**src/rtl/spi_pkg.sv**
```systemverilog
// Shared constants and state encoding for the SPI responder.
// Frame layout: command, then address, then data, all MSB first.
package spi_pkg;

   localparam int CMD_W_DEF  = 8;
   localparam int ADDR_W_DEF = 24;
   localparam int DATA_W_DEF = 32;
   localparam int FRAME_BITS = CMD_W_DEF + ADDR_W_DEF + DATA_W_DEF;
   localparam int CNT_W      = $clog2(FRAME_BITS);

   localparam logic [7:0] CMD_WRITE = 8'h02;
   localparam logic [7:0] CMD_READ  = 8'h03;

   typedef enum logic [2:0] {
      IDLE   = 3'd0,
      CMD    = 3'd1,
      ADDR   = 3'd2,
      DATA   = 3'd3,
      DONE   = 3'd4,
      IGNORE = 3'd5
   } state_t;

endpackage

```
**src/rtl/spi_sync_edge.sv**
```systemverilog
// Multi-flop synchronizer for an asynchronous input, with single-cycle
// rise/fall pulses derived from the last two synchronized samples.
module spi_sync_edge #(
   parameter int STAGES = 2
) (
   input  logic clk,
   input  logic rst,
   input  logic i_d,
   output logic o_sync,
   output logic o_rise,
   output logic o_fall
);

   logic [STAGES-1:0] r_sync;
   logic              r_prev;

   always_ff @(posedge clk or negedge rst) begin
      if (!rst) begin
         r_sync <= '0;
         r_prev <= 1'b0;
      end else begin
         r_sync <= {r_sync[STAGES-2:0], i_d};
         r_prev <= r_sync[STAGES-1];
      end
   end

   assign o_sync = r_sync[STAGES-1];
   assign o_rise = r_sync[STAGES-1] & ~r_prev;
   assign o_fall = ~r_sync[STAGES-1] & r_prev;

endmodule

```
**src/rtl/spi_slave.sv**
```systemverilog
// SPI mode-0 responder decoding command/address/data frames into local
// write strobes and read requests, returning read data on MISO.
module spi_slave
   import spi_pkg::*;
#(
   parameter int CMD_W       = CMD_W_DEF,
   parameter int ADDR_W      = ADDR_W_DEF,
   parameter int DATA_W      = DATA_W_DEF,
   parameter int SYNC_STAGES = 2
) (
   input  logic              clk,
   input  logic              rst,
   input  logic              SCLK,
   input  logic              MOSI,
   input  logic              ss_n,
   output logic              MISO,
   output logic              wr_valid,
   output logic [ADDR_W-1:0] wr_addr,
   output logic [DATA_W-1:0] wr_data,
   output logic              rd_req,
   output logic [ADDR_W-1:0] rd_addr,
   input  logic [DATA_W-1:0] rd_data,
   output logic              busy,
   output logic              frame_err
);

   localparam logic [CNT_W-1:0] LAST_CMD_BIT  = CNT_W'(CMD_W - 1);
   localparam logic [CNT_W-1:0] LAST_ADDR_BIT = CNT_W'(CMD_W + ADDR_W - 1);
   localparam logic [CNT_W-1:0] LAST_DATA_BIT = CNT_W'(CMD_W + ADDR_W + DATA_W - 1);

   logic w_sclk_sync, w_sclk_rise, w_sclk_fall;
   logic w_ss_sync, w_ss_rise, w_ss_fall;
   logic w_mosi, w_mosi_rise, w_mosi_fall;
   logic w_unused_edges;

   spi_sync_edge #(.STAGES(SYNC_STAGES)) u_sync_sclk (
      .clk(clk), .rst(rst), .i_d(SCLK),
      .o_sync(w_sclk_sync), .o_rise(w_sclk_rise), .o_fall(w_sclk_fall)
   );

   spi_sync_edge #(.STAGES(SYNC_STAGES)) u_sync_ss (
      .clk(clk), .rst(rst), .i_d(ss_n),
      .o_sync(w_ss_sync), .o_rise(w_ss_rise), .o_fall(w_ss_fall)
   );

   spi_sync_edge #(.STAGES(SYNC_STAGES)) u_sync_mosi (
      .clk(clk), .rst(rst), .i_d(MOSI),
      .o_sync(w_mosi), .o_rise(w_mosi_rise), .o_fall(w_mosi_fall)
   );

   assign w_unused_edges = ^{w_sclk_sync, w_ss_rise, w_mosi_rise, w_mosi_fall};

   state_t            r_state;
   logic [CNT_W-1:0]  r_bit_cnt;
   logic [DATA_W-2:0] r_rx;
   logic [DATA_W-1:0] r_tx;
   logic [ADDR_W-1:0] r_addr;
   logic              r_is_read;
   logic              r_rd_pend;
   logic              r_miso;
   logic              r_wr_valid;
   logic [ADDR_W-1:0] r_wr_addr;
   logic [DATA_W-1:0] r_wr_data;
   logic              r_rd_req;
   logic [ADDR_W-1:0] r_rd_addr;
   logic              r_frame_err;

   // Field values as they complete, including the bit arriving this cycle.
   logic [CMD_W-1:0]  w_cmd;
   logic [ADDR_W-1:0] w_addr;
   logic [DATA_W-1:0] w_data;
   assign w_cmd  = {r_rx[CMD_W-2:0], w_mosi};
   assign w_addr = {r_rx[ADDR_W-2:0], w_mosi};
   assign w_data = {r_rx, w_mosi};

   always_ff @(posedge clk or negedge rst) begin
      if (!rst) begin
         r_state     <= IDLE;
         r_bit_cnt   <= '0;
         r_rx        <= '0;
         r_tx        <= '0;
         r_addr      <= '0;
         r_is_read   <= 1'b0;
         r_rd_pend   <= 1'b0;
         r_miso      <= 1'b0;
         r_wr_valid  <= 1'b0;
         r_wr_addr   <= '0;
         r_wr_data   <= '0;
         r_rd_req    <= 1'b0;
         r_rd_addr   <= '0;
         r_frame_err <= 1'b0;
      end else begin
         r_wr_valid  <= 1'b0;
         r_rd_req    <= 1'b0;
         r_frame_err <= 1'b0;
         // Read data arrives one cycle after the request has been seen.
         r_rd_pend   <= r_rd_req;
         if (r_rd_pend) r_tx <= rd_data;

         case (r_state)
            IDLE: begin
               r_bit_cnt <= '0;
               r_rx      <= '0;
               r_miso    <= 1'b0;
               r_is_read <= 1'b0;
               if (w_ss_fall) r_state <= CMD;
            end
            CMD, ADDR, DATA: begin
               if (w_ss_sync) begin
                  r_state     <= IDLE;
                  r_frame_err <= 1'b1;
                  r_miso      <= 1'b0;
               end else if (w_sclk_rise) begin
                  r_bit_cnt <= r_bit_cnt + 1'b1;
                  r_rx      <= {r_rx[DATA_W-3:0], w_mosi};
                  if (r_state == CMD && r_bit_cnt == LAST_CMD_BIT) begin
                     if (w_cmd == CMD_W'(CMD_WRITE) || w_cmd == CMD_W'(CMD_READ)) begin
                        r_is_read <= (w_cmd == CMD_W'(CMD_READ));
                        r_state   <= ADDR;
                     end else begin
                        r_state <= IGNORE;
                     end
                  end else if (r_state == ADDR && r_bit_cnt == LAST_ADDR_BIT) begin
                     r_addr  <= w_addr;
                     r_state <= DATA;
                     if (r_is_read) begin
                        r_rd_req  <= 1'b1;
                        r_rd_addr <= w_addr;
                     end
                  end else if (r_state == DATA && r_bit_cnt == LAST_DATA_BIT) begin
                     r_state <= DONE;
                     r_miso  <= 1'b0;
                     if (!r_is_read) begin
                        r_wr_valid <= 1'b1;
                        r_wr_addr  <= r_addr;
                        r_wr_data  <= w_data;
                     end
                  end
               end else if (w_sclk_fall && r_state == DATA && r_is_read) begin
                  r_miso <= r_tx[DATA_W-1];
                  r_tx   <= {r_tx[DATA_W-2:0], 1'b0};
               end
            end
            DONE, IGNORE: begin
               r_miso <= 1'b0;
               if (w_ss_sync) r_state <= IDLE;
               else if (w_sclk_rise) r_bit_cnt <= r_bit_cnt + 1'b1;
            end
            default: r_state <= IDLE;
         endcase
      end
   end

   assign MISO      = r_miso;
   assign wr_valid  = r_wr_valid;
   assign wr_addr   = r_wr_addr;
   assign wr_data   = r_wr_data;
   assign rd_req    = r_rd_req;
   assign rd_addr   = r_rd_addr;
   assign frame_err = r_frame_err;
   assign busy      = (r_state != IDLE);

endmodule
```
**config.mk**
```make
export PLATFORM = sky130hd
export DESIGN_NAME = spi_slave
export DESIGN_NICKNAME = d
export VERILOG_FILES = /design/src/rtl/spi_pkg.sv /design/src/rtl/spi_sync_edge.sv /design/src/rtl/spi_slave.sv
export SDC_FILE = /design/constraint.sdc
export NUM_CORES = 1
export LEC_CHECK = 0
export BUFFER_PORTS_ARGS = -buffer_cell sky130_fd_sc_hd__buf_2
export CAP_MARGIN = 10
export CORE_MARGIN = 3
export CORE_UTILIZATION = 45
export DETAILED_ROUTE_END_ITERATION = 7
export GPL_ROUTABILITY_DRIVEN = 0
export PLACE_DENSITY = 0.78
export SLEW_MARGIN = 20
export SYNTH_ARGS = -nofsm -noshare
export SYNTH_HDL_FRONTEND = slang
export SYNTH_SLANG_ARGS = --single-unit
```
**constraint.sdc**
```tcl
create_clock -name clk -period 2.8 [get_ports clk]
set_clock_uncertainty 0.15 [all_clocks]
set_input_delay 0.42 -clock clk [delete_from_list [all_inputs] [get_ports clk]]
set_output_delay 0.42 -clock clk [all_outputs]
set_load 0.05 [all_outputs]
```
==> results of run 1 <==
[cells by family after synthesis]
family / synth area share
adders and majority gates: 0.00162
buffers and inverters: 0.0294
and+or+nand+nor: 0.0574
AOI/OAI and AO/OA: 0.0779
muxes: 0.220
DFF: 0.614
[power by group through the flow]
stage / clock network [mW] / registers [mW] / logic (mW)
2_1_floorplan: 0 / 2.88 / 0.382
3_3_place_gp: 0 / 2.88 / 0.552
3_5_place_dp: 0 / 2.89 / 0.573
4_1_cts: 2.54 / 2.84 / 0.585
5_1_grt: 2.65 / 2.85 / 0.646
6_report: 2.48 / 2.84 / 0.589
[worst max-delay path by stage]
stage	startpoint	end	depth (start not counted)
final	r_bit_cnt[0]	r_state[1]	6
after CTS	r_bit_cnt[0]	r_state[1]	6
after detailed placement	r_bit_cnt[0]	r_state[1]	6
after global placement	r_state[2]	rd_addr[15]	5
after global routing	r_bit_cnt[0]	r_state[1]	6
after floorplan	r_state[0]	rd_addr[10]	7
[Yosys cell counts (2+ instances only)]
| library cell | number | share of area |
|---|---|---|
| a211oi_1 | 2 | 0.0019 |
| a21oi_1 | 10 | 0.0065 |
| a22o_1 | 30 | 0.034 |
| a311oi_1 | 2 | 0.0023 |
| a31oi_1 | 3 | 0.0024 |
| and3_1 | 3 | 0.0024 |
| buf_12 | 2 | 0.0052 |
| buf_2 | 9 | 0.0058 |
| buf_6 | 5 | 0.0073 |
| clkbuf_1 | 15 | 0.0073 |
| dfrtp_1 | 190 | 0.61 |
| inv_1 | 6 | 0.0029 |
| mux2_2 | 56 | 0.081 |
| mux2_4 | 48 | 0.093 |
| mux2i_1 | 34 | 0.044 |
| nand2_1 | 45 | 0.022 |
| nand2b_1 | 3 | 0.0024 |
| nand3_1 | 6 | 0.0039 |
| nand4_1 | 2 | 0.0016 |
| nor2_1 | 12 | 0.0058 |
| nor3_1 | 7 | 0.0045 |
| nor4_1 | 2 | 0.0016 |
| nor4b_1 | 2 | 0.0023 |
| o21ai_0 | 34 | 0.022 |
[flip-flops by register name (all words and copies together), names as in the netlist]
register and cells:
wr_valid 1, r_rx 31, wr_addr 24, r_rd_pend 1
u_sync_mosi.r_sync 2, r_state 3, rd_req 1, u_sync_sclk.r_prev 1
frame_err 1, r_is_read 1, wr_data 32, MISO 1
u_sync_ss.r_sync 2, u_sync_ss.r_prev 1, r_bit_cnt 6, rd_addr 24
u_sync_sclk.r_sync 2, r_tx 32, r_addr 24
[layer usage]
layer,GRT usage,wire (um),vias up
li1,-,-,2196
met1,0.240,7230,2523
met2,0.292,7900,193
met3,0.0588,1180,45
met4,0.0665,374,0
met5,0,0,-
[worst register-to-register path: stages, from the launching register on]
cell and delay [ns]:
dfrtp_1 0.43, ha_1 0.25, nand3_1 0.22, nor3_1 0.55, o21ai_1 0.18, a211oi_2 0.33
mux2_1 0.36
[cell usage in the layout, fill, tap and decap left out, types with 5 or more instances in the layout]
cell         n
nor2_1      11
mux2i_1     34
inv_1        6
o21ai_0     33
mux2_2      56
nand3_1      5
buf_2      120
nand2_1     45
dfrtp_1    189
a21oi_1     10
mux2_4      48
nor3_1       7
a22o_1      30
clkbuf_16   17
[final cells by class]
class,count,area [sq um],share of cell area
inverter,6,22.5,0.00244
sequential,190,4760,0.516
multi-input combinational,320,2780,0.302
timing repair buffer,133,764,0.0829
tap,220,275,0.0299
clock inverter,14,176,0.0191
clock buffer,18,439,0.0476
[what timing repair did]
item | in CTS | in global routing
hold buffers | 4 | 0
setup buffers | 0 | 0
hold endpoints to repair | 74 | 0
==> impl_metrics.py, run 1 <==
metrics = {
    "placement": {
        "pre_cts_slack_ns": 0.286,
        "dpl.hpwl_um": 10700,
        "portBuffers": 121,
        "dpl-instance-area_sq_um": 8560,
        "dpl.cell_count": 865,
    },
    "drt": {
        "drc": 1,
        "postRouteAntennaNets": 0,
        "vias_per_cell": 5.50,
        "dr.first_iter.drc_count": 305,
        "wl_per_cell_um": 18.5,
        "dr.pass1.iters": 8,
        "wl_um": 16700,
        "vias": 4957,
    },
    "clock_network": {
        "cts_tree": "yes",
        "insertion_delay_ns": 0.43,
        "root_buffer": "clkbuf_16",
        "clkTransAtPathRegs_ns": 0.07,
        "ctsResizeCount": 0,
        "htreeDepth": 4,
        "clockBufferDepth": 2,
        "cts.sinks": 190,
        "cts_buffers": 17,
    },
    "setup_path": {
        "r2r-start": "r_bit_cnt[0]",
        "critPathKind": "reg -> reg",
        "reg2reg_to": "r_state[1]",
        "ff2ff_path_depth": 6,
        "crit_path_end_kind": "flop",
        "max_stage_delay_ns": 0.55,
        "cp_max_fo": 5,
        "crit_chain": "ha_1, nand3_1, nor3_1, o21ai_1, a211oi_2, mux2_1",
        "cp-start-kind": "flop",
        "cp.arrival_ns": 2.75,
        "cp_num_buf_inv": 0,
        "cp_top_family": "simple AND/OR/NAND/NOR gates",
        "crit_required_ns": 2.96,
        "r2r_slack_ns": 0.21,
        "cp_slowest_cell": "nor3_1",
    },
    "layout": {
        "fillers": 1325,
        "final_area_sq_um": 9220,
        "utilization": 0.552,
        "syn_to_final_growth_pct": 19.0,
        "nNetsFinal": 706,
        "n_antenna_cell": 0,
        "final_layout_size_suffix_gt1_frac": 0.410,
        "fin_cells": 901,
    },
    "run": {
        "maxCapViolations": 0,
    },
    "yosys": {
        "synth-seq-cells": 190,
        "synth_fp_nets": 586,
        "synth_edf_count": 0,
        "seq_area_frac_synth": 0.614,
        "synth_ff_type": "dfrtp_1",
        "syn_area_sq_um": 7740,
        "synth_cells": 548,
        "synth_cell_type_count": 44,
        "ys_warn_count": 0,
        "synth_area_per_cell_sq_um": 14.1,
        "async_reset_ff_frac": 1.00,
    },
    "hold_path": {
        "hold_path_depth": 3,
        "hp-class": "in -> reg",
        "min_delay_worst_endpoint": "r_tx[0]",
        "hp-start": "rd_data[0]",
    },
    "pwr": {
        "p_sw_mw": 1.59,
        "clockPowerShare": 0.420,
        "irDropWorstVdd_mv": 0.476,
        "combPwrFrac": 0.100,
        "p_sw_frac": 0.268,
        "pwr-share-seq": 0.481,
        "powerDensity_nw_per_um2": 642,
        "internal_power_mw": 4.33,
        "power_mw": 5.92,
        "p_leak_nw": 4.58,
    },
    "outcome": {
        "status": "complete, but fails checks",
        "violations": "design-rule violations",
    },
    "global_routing": {
        "grt-ovfl-total": 0,
        "grt_use_total": 0.184,
        "grt_pass1_wl_um": 27000,
        "grt_pass1_vias": 5085,
        "antenna_found_initial": 0,
        "grt_max_degree": 74,
    },
    "floorplanning": {
        "start_util": 0.464,
        "die_h_um": 137,
        "rows": 47,
        "die_x_um": 137,
        "io_pins": 122,
        "die_area_sq_um": 18800,
        "core_area_sq_um": 16700,
    },
    "timing": {
        "finalCritPeriodShare": 0.925,
        "worstMarginPinSlew_ns": 0.920,
        "setup_violations": 0,
        "setup_tns_ns": 0,
        "hold_violations": 0,
        "holdWs_ns": 0.121,
        "timing.final.ws_setup_ns": 0.210,
        "period_minus_slack_ns": 2.59,
        "drv_slew": 0,
        "max_freq_mhz": 386,
        "rsz0062_at_grt": "false",
        "relSlewSlack": 0.386,
    },
}
Power figures use the tool's default switching activity.
==> run 2: changes to the inputs <==
--- a/config.mk
+++ b/config.mk
@@ -9,10 +9,10 @@
 export CAP_MARGIN = 10
 export CORE_MARGIN = 3
 export CORE_UTILIZATION = 45
+export CTS_CLUSTER_SIZE = 25
 export DETAILED_ROUTE_END_ITERATION = 7
 export GPL_ROUTABILITY_DRIVEN = 0
 export PLACE_DENSITY = 0.78
-export SLEW_MARGIN = 20
 export SYNTH_ARGS = -nofsm -noshare
 export SYNTH_HDL_FRONTEND = slang
 export SYNTH_SLANG_ARGS = --single-unit
==> constraint.sdc (replaced) <==
create_clock -name clk -period 2.8 [get_ports clk]
set_clock_uncertainty 0.15 [all_clocks]
set_input_delay 0.56 -clock clk [delete_from_list [all_inputs] [get_ports clk]]
set_output_delay 0.56 -clock clk [all_outputs]
set_load 0.05 [all_outputs]
==> run 2 against run 1 <==
Against the previous run:
- worst setup slack better by 0.030 ns
- highest routed layer unchanged
- wire length shrank 3.5%
- sequential share of layout area rose by 0.38 points
- register-to-register slack improved by 0.06 ns
- clock-buffer cell count is the same
- via count is 1.6% lower
- total power fell by 2.4%
- the run now ends clean
- core utilization decreased by 0.40 points
- cell count is 0.11% lower
- die area did not move
- fmax grew 1.2%
==> impl_metrics.py, run 2 (synthesis results as in run 1) <==
metrics = {
    "setup_path": {
        "cp.arrival_ns": 1.85,
        "cp-start-kind": "flop",
        "crit_path_end_kind": "primary output",
        "crit_required_ns": 2.09,
        "critPathKind": "reg -> out",
        "cp_max_fo": 13,
    },
    "layout": {
        "n_antenna_cell": 0,
        "layout_commonest_cell": "dfrtp_1",
        "nNetsFinal": 705,
        "fillers": 1373,
        "final_area_sq_um": 9150,
        "mostFrequentLayoutCells": "dfrtp_1, buf_2, mux2_2",
        "syn_to_final_growth_pct": 18.1,
        "final_layout_size_suffix_gt1_frac": 0.412,
    },
    "floorplanning": {
        "rows": 47,
        "start_util": 0.464,
        "die_h_um": 137,
        "io_pins": 122,
        "die_area_sq_um": 18800,
        "die_x_um": 137,
        "core_area_sq_um": 16700,
    },
    "placement": {
        "dpl-instance-area_sq_um": 8560,
        "dpl.hpwl_um": 10700,
        "portBuffers": 121,
    },
    "drt": {
        "dr.first_iter.drc_count": 279,
        "wl_um": 16100,
        "drc": 0,
        "postRouteAntennaNets": 0,
        "wl_per_cell_um": 17.9,
        "vias": 4876,
        "vias_per_cell": 5.42,
        "dr.pass1.iters": 5,
    },
    "global_routing": {
        "antenna_found_initial": 0,
        "grt_max_degree": 65,
        "grt_use_total": 0.182,
        "grt-ovfl-total": 0,
        "grt_pass1_wl_um": 26800,
        "grt_pass1_vias": 5079,
    },
    "pwr": {
        "combPwrFrac": 0.101,
        "irDropWorstVdd_mv": 0.452,
        "p_leak_nw": 4.54,
        "pwr-share-seq": 0.492,
        "internal_power_mw": 4.21,
        "powerDensity_nw_per_um2": 631,
        "power_mw": 5.77,
        "clockPowerShare": 0.407,
        "p_sw_frac": 0.271,
        "p_sw_mw": 1.57,
    },
    "clock_network": {
        "cts_buffers": 17,
        "clockBufferDepth": 2,
        "cts_tree": "yes",
        "root_buffer": "clkbuf_16",
        "htreeDepth": 4,
        "cts.sinks": 190,
        "insertion_delay_ns": 0.43,
        "clkTransAtPathRegs_ns": 0.07,
    },
    "outcome": {
        "status": "complete, no violations",
    },
    "timing": {
        "hold_violations": 0,
        "holdWs_ns": 0.0779,
        "setup_tns_ns": 0,
        "relSlewSlack": 0.377,
        "max_freq_mhz": 391,
        "setup_violations": 0,
        "finalCritPeriodShare": 0.914,
        "period_minus_slack_ns": 2.56,
        "drv_slew": 0,
        "rsz0062_at_grt": "false",
        "worstMarginPinSlew_ns": 0.934,
    },
    "run": {
        "maxCapViolations": 0,
    },
    "hold_path": {
        "hp-class": "in -> reg",
    },
}
## run 2: cell types whose count changed in the layout (fill, tap and decap cells not counted), moves of 3 or more
cell / change
clkinvlp_4: +3
dlygate4sd3_1: -3
buf_4: +3
clkinv_4: -3
## run 2: repair_timing
item | CTS | global route
gates resized for setup | 0 | 0
hold buffers | 1 | 0
endpoints found under the hold margin | 55 | 0
setup buffers | 0 | 0
## run 2: path summary, 6_finish.rpt
check | from | to | slack (ns) | depth (start not counted)
max | r_state[2] | busy | 0.24 | 4
min | MOSI | u_sync_mosi.r_sync[0] | 0.08 | 1
max reg2reg | r_state[2] | rd_addr[14] | 0.27 | 5
min reg2reg | u_sync_mosi.r_sync[0] | u_sync_mosi.r_sync[1] | 0.20 | 0
max in group asynchronous | rst | r_tx[18] | 1.19 | 3
min in group asynchronous | rst | wr_addr[14] | 0.50 | 2
## run 2: area by class of cell
class                   instances  area [sq um]  share of cell area
flip-flops and latches        190          4760               0.520
repair buffers                132           737              0.0805
multi-input cells             320          2780               0.304
clock inverters                14           146              0.0160
clock buffers                  18           429              0.0469
well taps                     220           275              0.0301
inverters                       6          22.5             0.00246
## run 2: worst max-delay path, cell delays in order, from the launching register on
cell     delay (ns)
dfrtp_1        0.52
or2_1          0.39
nor2_1         0.21
inv_1          0.07
buf_2          0.22
## run 2: per-layer routing
layer  track usage  up-vias  wire [um]
li1              -     2194          -
met1         0.247     2488       7130
met2         0.281      170       7660
met3        0.0489       24       1070
met4        0.0682        0        231
met5             0        -          0
## run 2: power by group through the flow
stage / sequential [mW] / combinational, mW / clock [mW]
global route: 2.85 / 0.641 / 2.52
CTS: 2.84 / 0.585 / 2.40
floorplan: 2.88 / 0.382 / 0
finish: 2.84 / 0.583 / 2.35
global placement: 2.88 / 0.558 / 0
detailed placement: 2.89 / 0.578 / 0
## run 2: metrics by stage
step / util / cells / setup slack (ns)
floorplan: - / 548 / 0.670
global placement: 0.513 / 867 / 0.395
detailed placement: 0.513 / 867 / 0.322
CTS: 0.548 / 900 / 0.266
global route: 0.548 / 900 / 0.118
finish: 0.548 / 900 / 0.240
==> run 3: changes to the inputs <==
--- a/config.mk
+++ b/config.mk
@@ -9,6 +9,7 @@
 export CAP_MARGIN = 10
 export CORE_MARGIN = 3
 export CORE_UTILIZATION = 45
+export CTS_BUF_LIST = sky130_fd_sc_hd__clkbuf_4 sky130_fd_sc_hd__clkbuf_8
 export CTS_CLUSTER_SIZE = 25
 export DETAILED_ROUTE_END_ITERATION = 7
 export GPL_ROUTABILITY_DRIVEN = 0
==> run 3 against run 2 <==
Against the previous run:
- final area down 1.9%
- critical path depth unchanged
- global-route usage down 0.22 points
- via count down 0.12%
- worst setup slack worse by 0.051 ns
- wire length down 0.25%
- largest cell class unchanged
- largest power group unchanged
- register-to-register slack about the same
- worst hold slack worse by 0.030 ns
- combinational power about the same
- sequential power about the same
==> impl_metrics.py, run 3 (synthesis results as in run 1) <==
metrics = {
    "layout": {
        "syn_to_final_growth_pct": 15.8,
        "layout_commonest_cell": "dfrtp_1",
        "mostFrequentLayoutCells": "dfrtp_1, buf_2, mux2_2",
        "utilization": 0.537,
        "n_antenna_cell": 0,
        "final_area_sq_um": 8970,
        "fin_cells": 901,
        "final_layout_size_suffix_gt1_frac": 0.413,
        "nNetsFinal": 706,
    },
    "hold_path": {
        "hp-class": "in -> reg",
        "hp-start": "ss_n",
    },
    "clock_network": {
        "cts_tree": "yes",
        "clockBufferDepth": 2,
        "clkTransAtPathRegs_ns": 0.10,
        "insertion_delay_ns": 0.46,
        "root_buffer": "clkbuf_8",
        "cts.sinks": 190,
        "htreeDepth": 4,
        "cts_buffers": 17,
        "post_cts_buffers": 0,
    },
    "placement": {
        "dpl-instance-area_sq_um": 8560,
        "dpl.cell_count": 867,
        "dpl.hpwl_um": 10700,
        "portBuffers": 121,
    },
    "timing": {
        "relSlewSlack": 0.377,
        "worstMarginPinSlew_ns": 0.935,
        "setup_tns_ns": 0,
        "setup_violations": 0,
        "drv_slew": 0,
        "max_freq_mhz": 383,
        "rsz0062_at_grt": "false",
        "holdWs_ns": 0.0477,
        "hold_violations": 0,
        "finalCritPeriodShare": 0.932,
        "period_minus_slack_ns": 2.61,
    },
    "setup_path": {
        "crit_path_end_kind": "primary output",
        "cp-start-kind": "flop",
        "cp_max_fo": 13,
        "r2r-start": "r_state[2]",
        "cp.arrival_ns": 1.90,
        "crit_required_ns": 2.09,
        "critPathKind": "reg -> out",
        "crit_start": "r_state[2]",
    },
    "drt": {
        "wl_um": 16100,
        "dr.first_iter.drc_count": 313,
        "wl_per_cell_um": 17.8,
        "drc": 0,
        "dr.pass1.iters": 6,
        "postRouteAntennaNets": 0,
        "vias": 4870,
        "vias_per_cell": 5.41,
    },
    "outcome": {
        "status": "complete, no violations",
    },
    "floorplanning": {
        "rows": 47,
        "io_pins": 122,
        "die_x_um": 137,
        "start_util": 0.464,
        "core_area_sq_um": 16700,
        "die_area_sq_um": 18800,
        "die_h_um": 137,
    },
    "global_routing": {
        "grt_pass1_wl_um": 26600,
        "grt_use_total": 0.180,
        "grt_pass1_vias": 5059,
        "antenna_found_initial": 0,
        "grt_max_degree": 65,
        "grt-ovfl-total": 0,
    },
    "pwr": {
        "irDropWorstVdd_mv": 0.450,
        "powerDensity_nw_per_um2": 579,
        "p_leak_nw": 4.46,
    },
    "run": {
        "maxCapViolations": 0,
    },
}
[run 3: final cells by class]
cell class / instances / area (sq um)
multi-input cells: 320 / 2780
inverters: 6 / 22.5
repair buffers: 133 / 747
flip-flops and latches: 190 / 4760
fillers: 1388 / 7730
clock inverters: 14 / 146
clock buffers: 18 / 241
well taps: 220 / 275
[run 3: path summary, 6_finish.rpt]
| check | end | slack [ns] | depth (start not counted) |
|---|---|---|---|
| setup / recovery | busy | 0.19 | 4 |
| hold / removal | u_sync_ss.r_sync[0] | 0.05 | 1 |
| setup reg to reg | rd_addr[21] | 0.27 | 5 |
| hold reg to reg | u_sync_mosi.r_sync[1] | 0.21 | 0 |
| max in group asynchronous | r_bit_cnt[1] | 1.23 | 3 |
| min in group asynchronous | wr_addr[14] | 0.46 | 2 |
[run 3: critical path: stages (launching register included)]
cell     delay (ns)
dfrtp_1        0.54
or2_1          0.39
nor2_1         0.21
inv_1          0.07
buf_2          0.22
[run 3: report_power, final]
| group | leakage (nW) | internal (mW) | switching (mW) |
|---|---|---|---|
| Sequential | 2.47 | 2.78 | 0.0633 |
| Combinational | 1.80 | 0.170 | 0.412 |
| Clock | 0.186 | 0.746 | 1.03 |
[run 3: per-layer routing]
layer	wire, um	global-route usage	vias up	share of wire
met4	244	0.0571	0	0.015
met1	7150	0.245	2472	0.45
met3	1050	0.0548	33	0.066
met2	7610	0.277	175	0.47
met5	0	0	-	0
li1	-	-	2190	-
[run 3: per-stage QoR]
stage | setup slack, ns | power [mW]
global route | 0.0683 | 5.42
detailed placement | 0.322 | 3.47
CTS | 0.192 | 5.24
floorplan | 0.670 | 3.26
global placement | 0.395 | 3.44
finish | 0.189 | 5.20
[run 3: what timing repair did]
action	CTS	global route
hold buffers	1	1
endpoints found under the setup margin	0	0
hold endpoints to repair	55	1
resized for setup	0	0
